**config.mk**
```make
export PLATFORM = sky130hd
export DESIGN_NAME = rotate_arbiter
export DESIGN_NICKNAME = d
export VERILOG_FILES = /design/src/rtl/rotate_arbiter.sv
export SDC_FILE = /design/constraint.sdc
export NUM_CORES = 1
export LEC_CHECK = 0
export CORE_UTILIZATION = 30
export CTS_CLUSTER_DIAMETER = 120
export CTS_CLUSTER_SIZE = 40
export DETAILED_ROUTE_END_ITERATION = 7
export HOLD_SLACK_MARGIN = 0.02
export SLEW_MARGIN = 10
export SYNTH_ARGS = -nofsm -noshare
export SYNTH_HDL_FRONTEND = slang
export SYNTH_SLANG_ARGS = --single-unit
```
**constraint.sdc**
```tcl
create_clock -name clk -period 5.2 [get_ports clk]
set_input_delay 0.78 -clock clk [delete_from_list [all_inputs] [get_ports clk]]
set_output_delay 0.78 -clock clk [all_outputs]
set_load 0.1 [all_outputs]
```
**src/rtl/rotate_arbiter.sv**
```systemverilog
// Round-robin shares one 32-bit left-rotate stage among NUM_REQ requesters; result is registered, 1-cycle latency.
// resp_ready low while holding a result stalls all grants; ROTATE_ARB_STATS_EN adds grant_count and stall outputs.
module rotate_arbiter #(
  parameter int NUM_REQ = 4,
  parameter int ID_W    = 2
) (
  input  logic                    clk,
  input  logic                    rst_n,
  input  logic [NUM_REQ-1:0]      req_valid,
  output logic [NUM_REQ-1:0]      req_ready,
  input  logic [32*NUM_REQ-1:0]   req_data,
  input  logic [5*NUM_REQ-1:0]    req_shift,
  output logic                    resp_valid,
  input  logic                    resp_ready,
  output logic [31:0]             resp_data,
  output logic [ID_W-1:0]         resp_id
`ifdef ROTATE_ARB_STATS_EN
  ,
  output logic [15:0]             grant_count,
  output logic                    stall
`endif
);

  localparam int PW = ID_W + 1;
  localparam logic [PW-1:0]   NUM_REQ_W = PW'(NUM_REQ);
  localparam logic [ID_W-1:0] LAST_ID   = ID_W'(NUM_REQ - 1);

  typedef enum logic {EMPTY = 1'b0, FULL = 1'b1} state_t;

  state_t          state;
  logic [ID_W-1:0] rr_ptr;

  logic [31:0]     data_arr  [NUM_REQ];
  logic [4:0]      shift_arr [NUM_REQ];

  logic            can_accept;
  logic            grant_vld;
  logic [ID_W-1:0] grant_idx;
  logic            xfer;
  logic [31:0]     sel_data;
  logic [4:0]      sel_shift;
  logic [31:0]     rot_data;

  for (genvar i = 0; i < NUM_REQ; i++) begin : g_unpack
    assign data_arr[i]  = req_data[32*i +: 32];
    assign shift_arr[i] = req_shift[5*i +: 5];
  end

  assign can_accept = (state == EMPTY) || resp_ready;

  // Priority search starts at rr_ptr and wraps; the extra sum bit keeps the wrap compare exact.
  always_comb begin
    logic [PW-1:0] sum;
    grant_vld = 1'b0;
    grant_idx = '0;
    for (int k = 0; k < NUM_REQ; k++) begin
      sum = {1'b0, rr_ptr} + PW'(k);
      if (sum >= NUM_REQ_W) sum = sum - NUM_REQ_W;
      if (!grant_vld && req_valid[sum[ID_W-1:0]]) begin
        grant_vld = 1'b1;
        grant_idx = sum[ID_W-1:0];
      end
    end
  end

  assign xfer      = grant_vld && can_accept;
  assign req_ready = xfer ? (NUM_REQ'(1) << grant_idx) : '0;

  assign sel_data  = data_arr[grant_idx];
  assign sel_shift = shift_arr[grant_idx];

  always_comb begin
    rot_data = sel_data;
    if (sel_shift[0]) rot_data = {rot_data[30:0], rot_data[31]};
    if (sel_shift[1]) rot_data = {rot_data[29:0], rot_data[31:30]};
    if (sel_shift[2]) rot_data = {rot_data[27:0], rot_data[31:28]};
    if (sel_shift[3]) rot_data = {rot_data[23:0], rot_data[31:24]};
    if (sel_shift[4]) rot_data = {rot_data[15:0], rot_data[31:16]};
  end

  always_ff @(posedge clk or negedge rst_n) begin
    if (!rst_n) begin
      state      <= EMPTY;
      resp_valid <= 1'b0;
      resp_data  <= '0;
      resp_id    <= '0;
      rr_ptr     <= '0;
    end else if (xfer) begin
      state      <= FULL;
      resp_valid <= 1'b1;
      resp_data  <= rot_data;
      resp_id    <= grant_idx;
      rr_ptr     <= (grant_idx == LAST_ID) ? '0 : grant_idx + 1'b1;
    end else if (state == FULL && resp_ready) begin
      state      <= EMPTY;
      resp_valid <= 1'b0;
    end
  end

`ifdef ROTATE_ARB_STATS_EN
  always_ff @(posedge clk or negedge rst_n) begin
    if (!rst_n) begin
      grant_count <= '0;
      stall       <= 1'b0;
    end else begin
      if (xfer) grant_count <= grant_count + 16'd1;
      stall <= resp_valid && !resp_ready;
    end
  end
`endif

endmodule

```
# After elaboration in Yosys (flattened, before gate mapping)
# Index checks and enable logic that the tools add are counted.
[classes] addsub=8 mux=35 bitwise=2 eq_ne=1 n_reduce_logical=10 shift=1 order_cmp=9
[op_table] cell="32-bit two-way mux" n=7
[op_table] cell="32-bit binary-select mux with 2-bit select" n=1
[op_table] cell="2-bit two-way mux" n=9
[op_table] cell="3-bit greater-or-equal comparator (second input constant)" n=4
[op_table] cell="2-bit by 3-bit < comparator with 1-bit output (second input constant)" n=4
[op_table] cell="5-bit binary-select mux with 2-bit select" n=1
[op_table] cell="1-bit two-way mux" n=10
[op_table] cell="5-bit two-way mux" n=2
[op_table] cell="1-bit binary-select mux with 2-bit select" n=4
[op_table] cell="2-bit by 1-bit subtractor with 2-bit output (second input constant)" n=4
[op_table] cell="2-bit by 2-bit adder with 3-bit output (second input constant)" n=2
[op_table] cell="1-bit logical AND" n=5
[op_table] cell="4-bit two-way mux" n=1
[op_table] cell="1-bit by 2-bit left shift with 4-bit output (first input constant)" n=1
[op_table] cell="2-bit by 1-bit adder with 3-bit output (second input constant)" n=1
[op_table] cell="2-bit by 3-bit greater-or-equal comparator with 1-bit output (second input constant)" n=1
[op_table] cell="1-bit zero test" n=3
[op_table] cell="2-bit inverter with 3-bit output" n=1
[op_table] cell="2-bit by 1-bit adder with 2-bit output (second input constant)" n=1
[op_table] cell="2-bit == test (second input constant)" n=1
[op_table] cell="2-bit nonzero test" n=1
[op_table] cell="1-bit logical OR" n=1
[op_table] cell="1-bit inverter" n=1
[word_totals] input_bits=155 register_bits=37 word_cells=70 output_inout_bits=39

# Depth between registers and ports, before layout
[logic_depth] depth_word=23 depth_mapped=15 mapped_depth_nobuf=11

# Worst setup path after synthesis
# No wires, ideal clock.
[synth_path] path_kind="input-to-output" startpoint="input port req_valid[2]" endpoint="output port req_ready[3]" required_ns=4.420 arrival_time_ns=2.765 path_slack_ns=1.655 n_path_buf=3 cell_stages=8 cell_sequence="nor2b_4 nor2b_1 nor3_1 buf_2 buf_2 buf_2 ha_1 and2_1"
[synth_via] elab_chain_len=14 elab_cells_between_ends=25 cone_classes="shift: 1; mux: 17; reduce/logical: 7"
[synth_lines] element="start, declared" line_no="9" rtl="input logic [NUM_REQ-1:0] req_valid,"
[synth_lines] element="1-bit binary-select mux with 2-bit select" line_no="59" rtl="if (!grant_vld && req_valid[sum[ID_W-1:0]]) begin"
[synth_lines] element="1-bit two-way mux (not written as such)" line_no="59"
[synth_lines] element="1-bit two-way mux" line_no="59"
[synth_lines] element="1-bit zero test" line_no="59"
[synth_lines] element="1-bit logical AND" line_no="59"
[synth_lines] element="1-bit two-way mux" line_no="59"
[synth_lines] element="1-bit zero test" line_no="59"
[synth_lines] element="1-bit logical AND" line_no="59"
[synth_lines] element="1-bit two-way mux" line_no="59"
[synth_lines] element="1-bit zero test" line_no="59"
[synth_lines] element="1-bit logical AND" line_no="59"
[synth_lines] element="2-bit two-way mux (*)" line_no="59"
[synth_lines] element="via grant_idx[0]" line_no="38" rtl="logic [ID_W-1:0] grant_idx;"
[synth_lines] element="1-bit by 2-bit left shift with 4-bit output (*)" line_no="67" rtl="assign req_ready = xfer ? (NUM_REQ'(1) << grant_idx) : '0;"
[synth_lines] element="4-bit two-way mux (*)" line_no="67"
[synth_lines] element="end, declared" line_no="10" rtl="output logic [NUM_REQ-1:0] req_ready,"
# Mark *: on every way through the listed nets, which the timed path passes. The rest lies on a longest branch. The select of a mux whose other input is x is not followed.

# Worst setup path in the final report
[layout_path] startpoint="input port req_valid[2]" endpoint="register resp_data[18]"
[layout_via] elab_chain_len=21 elab_cells_between_ends=35 cone_classes="mux: 27; bitwise: 1; reduce/logical: 7"
[layout_lines] element="1-bit binary-select mux with 2-bit select" line_no="59"
[layout_lines] element="1-bit two-way mux (not written as such)" line_no="59"
[layout_lines] element="1-bit two-way mux" line_no="59"
[layout_lines] element="1-bit zero test" line_no="59"
[layout_lines] element="1-bit logical AND" line_no="59"
[layout_lines] element="1-bit two-way mux" line_no="59"
[layout_lines] element="1-bit zero test" line_no="59"
[layout_lines] element="1-bit logical AND" line_no="59"
[layout_lines] element="(+4 left out)"
[layout_lines] element="2-bit inverter with 3-bit output (not written as such)" line_no="69, 70"
[layout_lines] element="32-bit binary-select mux with 2-bit select / 5-bit binary-select mux with 2-bit select (equally long branches)" line_no="69, 70"
[layout_lines] element="32-bit two-way mux (not written as such) / 5-bit two-way mux (equally long branches) (2 in series)" line_no="69, 70"
[layout_lines] element="32-bit two-way mux" line_no="74" rtl="if (sel_shift[0]) rot_data = {rot_data[30:0], rot_data[31]};"
[layout_lines] element="32-bit two-way mux" line_no="75" rtl="if (sel_shift[1]) rot_data = {rot_data[29:0], rot_data[31:30]};"
[layout_lines] element="32-bit two-way mux" line_no="76" rtl="if (sel_shift[2]) rot_data = {rot_data[27:0], rot_data[31:28]};"
[layout_lines] element="32-bit two-way mux" line_no="77" rtl="if (sel_shift[3]) rot_data = {rot_data[23:0], rot_data[31:24]};"
[layout_lines] element="32-bit two-way mux" line_no="78" rtl="if (sel_shift[4]) rot_data = {rot_data[15:0], rot_data[31:16]};"
[layout_lines] element="end signal, assigned" line_no="91" rtl="resp_data <= rot_data;"
[layout_lines] element="end, declared" line_no="15" rtl="output logic [31:0] resp_data,"
# Parallel ways exist; a longest one is shown, timed or not. The select of a mux whose other input is x is not followed.
# A chain may end at the register's enable or synchronous reset.

==> results.py <==
metrics = {
    "timing": {
        "worst_slew_margin_rel": 0.3266,
        "fin_skew_ns": 0.003617,
        "timing.final.crit_share": 0.8658,
        "fmax_mhz": 222.1,
        "hold_viol": 0,
        "rsz0062_at_grt": "false",
        "fin_crit_ns": 4.502,
        "drv_slew": 0,
        "tns_ns": 0,
        "setup-violations-final": 0,
        "worst_slew_pin_slew_ns": 1.007,
        "fin_ws_ns": 0.6979,
    },
    "critical_path": {
        "critical_path.max_fanout": 41,
        "end_kind": "flop",
        "critPathArrivalTime_ns": 4.71,
        "worstSetupStartpointType": "primary input",
        "required_ns": 5.41,
        "crit_type": "in -> reg",
    },
    "global_routing": {
        "grt_max_degree": 65,
        "antenna_found_initial": 0,
        "grt_pass1_wl_um": 29840,
        "grt_overflow": 0,
        "grt_pass1_vias": 5444,
        "grtUsageTotal": 0.2363,
    },
    "detailed_routing": {
        "wirelength_um": 19520,
        "vias_per_cell": 5.680,
        "wl_per_cell_um": 20.51,
        "drc_errors": 0,
        "num_vias": 5407,
        "drtAntennaViolNets": 0,
        "drt_iter0_drc": 429,
        "first_pass_iters": 5,
    },
    "synth": {
        "yosys.cell_count.top_type": "nand3_1",
        "netlist.area_leader.share": 0.1962,
        "synthTopCellsByArea": "dfrtp_1, mux2i_1, nand3_1",
        "yosys_register_bits": 37,
        "synthCells": 580,
        "synth_area_per_cell_um2": 8.137,
        "synth_ff_type": "dfrtp_1",
        "synth_top_cells_by_count": "nand3_1, nand2_1, mux2i_1",
        "syn_area_mm2": 0.004720,
        "synth-edff-count": 0,
        "seq_area_frac_synth": 0.1962,
        "ys_warn_count": 0,
        "synth_fp_nets": 739,
        "synth_top_cell_by_area": "dfrtp_1",
        "synthDistinctLibCells": 40,
        "synthArstFlopShare": 1.000,
    },
    "outcome": {
        "status": "completed",
    },
    "layout": {
        "area_growth_pct": 46.69,
        "final_nets": 899,
        "drive_gt1_frac": 0.1296,
        "diodes": 0,
    },
    "pwr": {
        "switchingPower_w": 0.002776,
        "pwr-share-clk": 0.067,
        "switching_share": 0.5941,
        "internal_power_w": 0.001897,
        "ir_worst_vdd_mv": 0.6277,
        "sequentialPowerShare": 0.109,
        "p_per_area_mw_per_mm2": 675.0,
        "leakage_nw": 2.728,
        "combPwrFrac": 0.823,
    },
    "worst_hold_path": {
        "hp-class": "reg -> reg",
    },
    "clock_tree": {
        "post_cts_buffers": 0,
        "cts_max_level": 2,
        "cts.sinks": 37,
        "cts_tree": "done",
        "clk_pin_slew_worst_paths_ns": 0.06,
        "cts_buffers": 5,
        "clockBufferDepth": 2,
        "root_buffer": "clkbuf_16",
        "ctsResizeCount": 0,
        "worstSkewPairLatency_ns": 0.28,
        "holdBufCountCts": 0,
    },
    "floorplan": {
        "start_util": 0.3093,
        "core_area_mm2": 0.01526,
        "die_area_mm2": 0.01624,
        "ios": 194,
        "num_rows": 45,
        "die_h_um": 127.4,
        "dieWidth_um": 127.4,
    },
    "job": {
        "max_cap_viol_count": 0,
    },
    "placed_design": {
        "place_ws_ns": 0.4575,
        "io_buffers": 193,
        "place.gp.congestion": 0.9353,
        "dp_hpwl_um": 15570,
    },
}
==> worst max-delay path: stages <==
cell and delay, ns:
clkdlybuf4s50_1 0.53, nor2b_4 0.20, a221oi_4 0.66, nor2_8 0.07, buf_4 0.31, mux2i_1 0.37, nand2_1 0.10, nand2_1 0.64
o211ai_1 0.34, o21a_1 0.22, mux2i_1 0.23, a221o_1 0.21
==> cells by family after synthesis <==
kind of cell	synth area share
mux	0.1999
buf+inv	0.06389
fa+ha+maj	0.01060
simple gates	0.2023
flops	0.1962
compound gates	0.3271
==> per-stage QoR <==
step / area, um^2 / util / hold slack (ns) / cells / power (W)
finish: 6923 / 0.4537 / 0.4965 / 952 / 0.004673
global placement: 6770 / 0.4437 / 0.4798 / 944 / 0.004293
floorplan: 4720 / - / 0.4844 / 580 / 0.003368
detailed placement: 6770 / 0.4437 / 0.4942 / 944 / 0.004329
CTS: 6923 / 0.4537 / 0.5105 / 952 / 0.004664
global route: 6923 / 0.4537 / 0.5339 / 952 / 0.004969
==> power groups by stage <==
stage | logic [W] | registers, W | clock network [W]
6_report | 0.00385 | 0.000510 | 0.000315
5_1_grt | 0.00410 | 0.000529 | 0.000338
4_1_cts | 0.00383 | 0.000513 | 0.000321
3_5_place_dp | 0.00382 | 0.000513 | 0
3_3_place_gp | 0.00378 | 0.000513 | 0
2_1_floorplan | 0.00195 | 0.00142 | 0
==> placed cells by master (no fill, tap or decap), drive strengths merged, types with 20 or more instances in the layout <==
cell type	netlist	layout
mux2i	62	62
dfrtp	37	37
o21ai	50	50
and2	24	24
mux2	28	28
buf	29	21
nand2	65	65
o211ai	48	48
a221o	21	21
nand3	72	72
o221ai	20	20
clkdlybuf4s50	0	188
==> layer usage <==
metal  vias to the layer above  global-route usage  part of all wire  routed length, um
met3                        21             0.04774             0.075               1465
met4                         0             0.04482             0.014                279
met1                      2596              0.2860              0.41               8037
li1                       2560                   -                 -                  -
met5                         -                   0                 0                  0
met2                       230              0.4317              0.50               9739
==> path summary, 6_finish.rpt <==
check	slack, ns	endpoint	cells after the start	start
setup / recovery	0.70	resp_data[18]	12	req_valid[2]
hold / removal	0.50	resp_id[1]	2	resp_id[1]
setup reg to reg	1.34	resp_data[18]	11	rr_ptr[1]
hold reg to reg	0.50	resp_id[1]	2	resp_id[1]
max in group asynchronous	4.07	rr_ptr[1]	1	rst_n
min in group asynchronous	0.60	resp_data[30]	1	rst_n
==> state kept, by name (all words and copies together) (netlist names) <==
| name | count |
|---|---|
| state | 1 |
| resp_id | 2 |
| rr_ptr | 2 |
| resp_data | 32 |
==> area by class of cell <==
class | instances | area, um^2
Multi-Input combinational cell | 483 | 3501
Timing Repair Buffer | 209 | 2062
Clock inverter | 2 | 13.76
Tap cell | 211 | 264.0
Clock buffer | 6 | 138.9
Inverter | 4 | 17.52
Sequential cell | 37 | 925.9
Fill cell | 1495 | 8335
No activity file was read; power rests on OpenSTA's default activity.
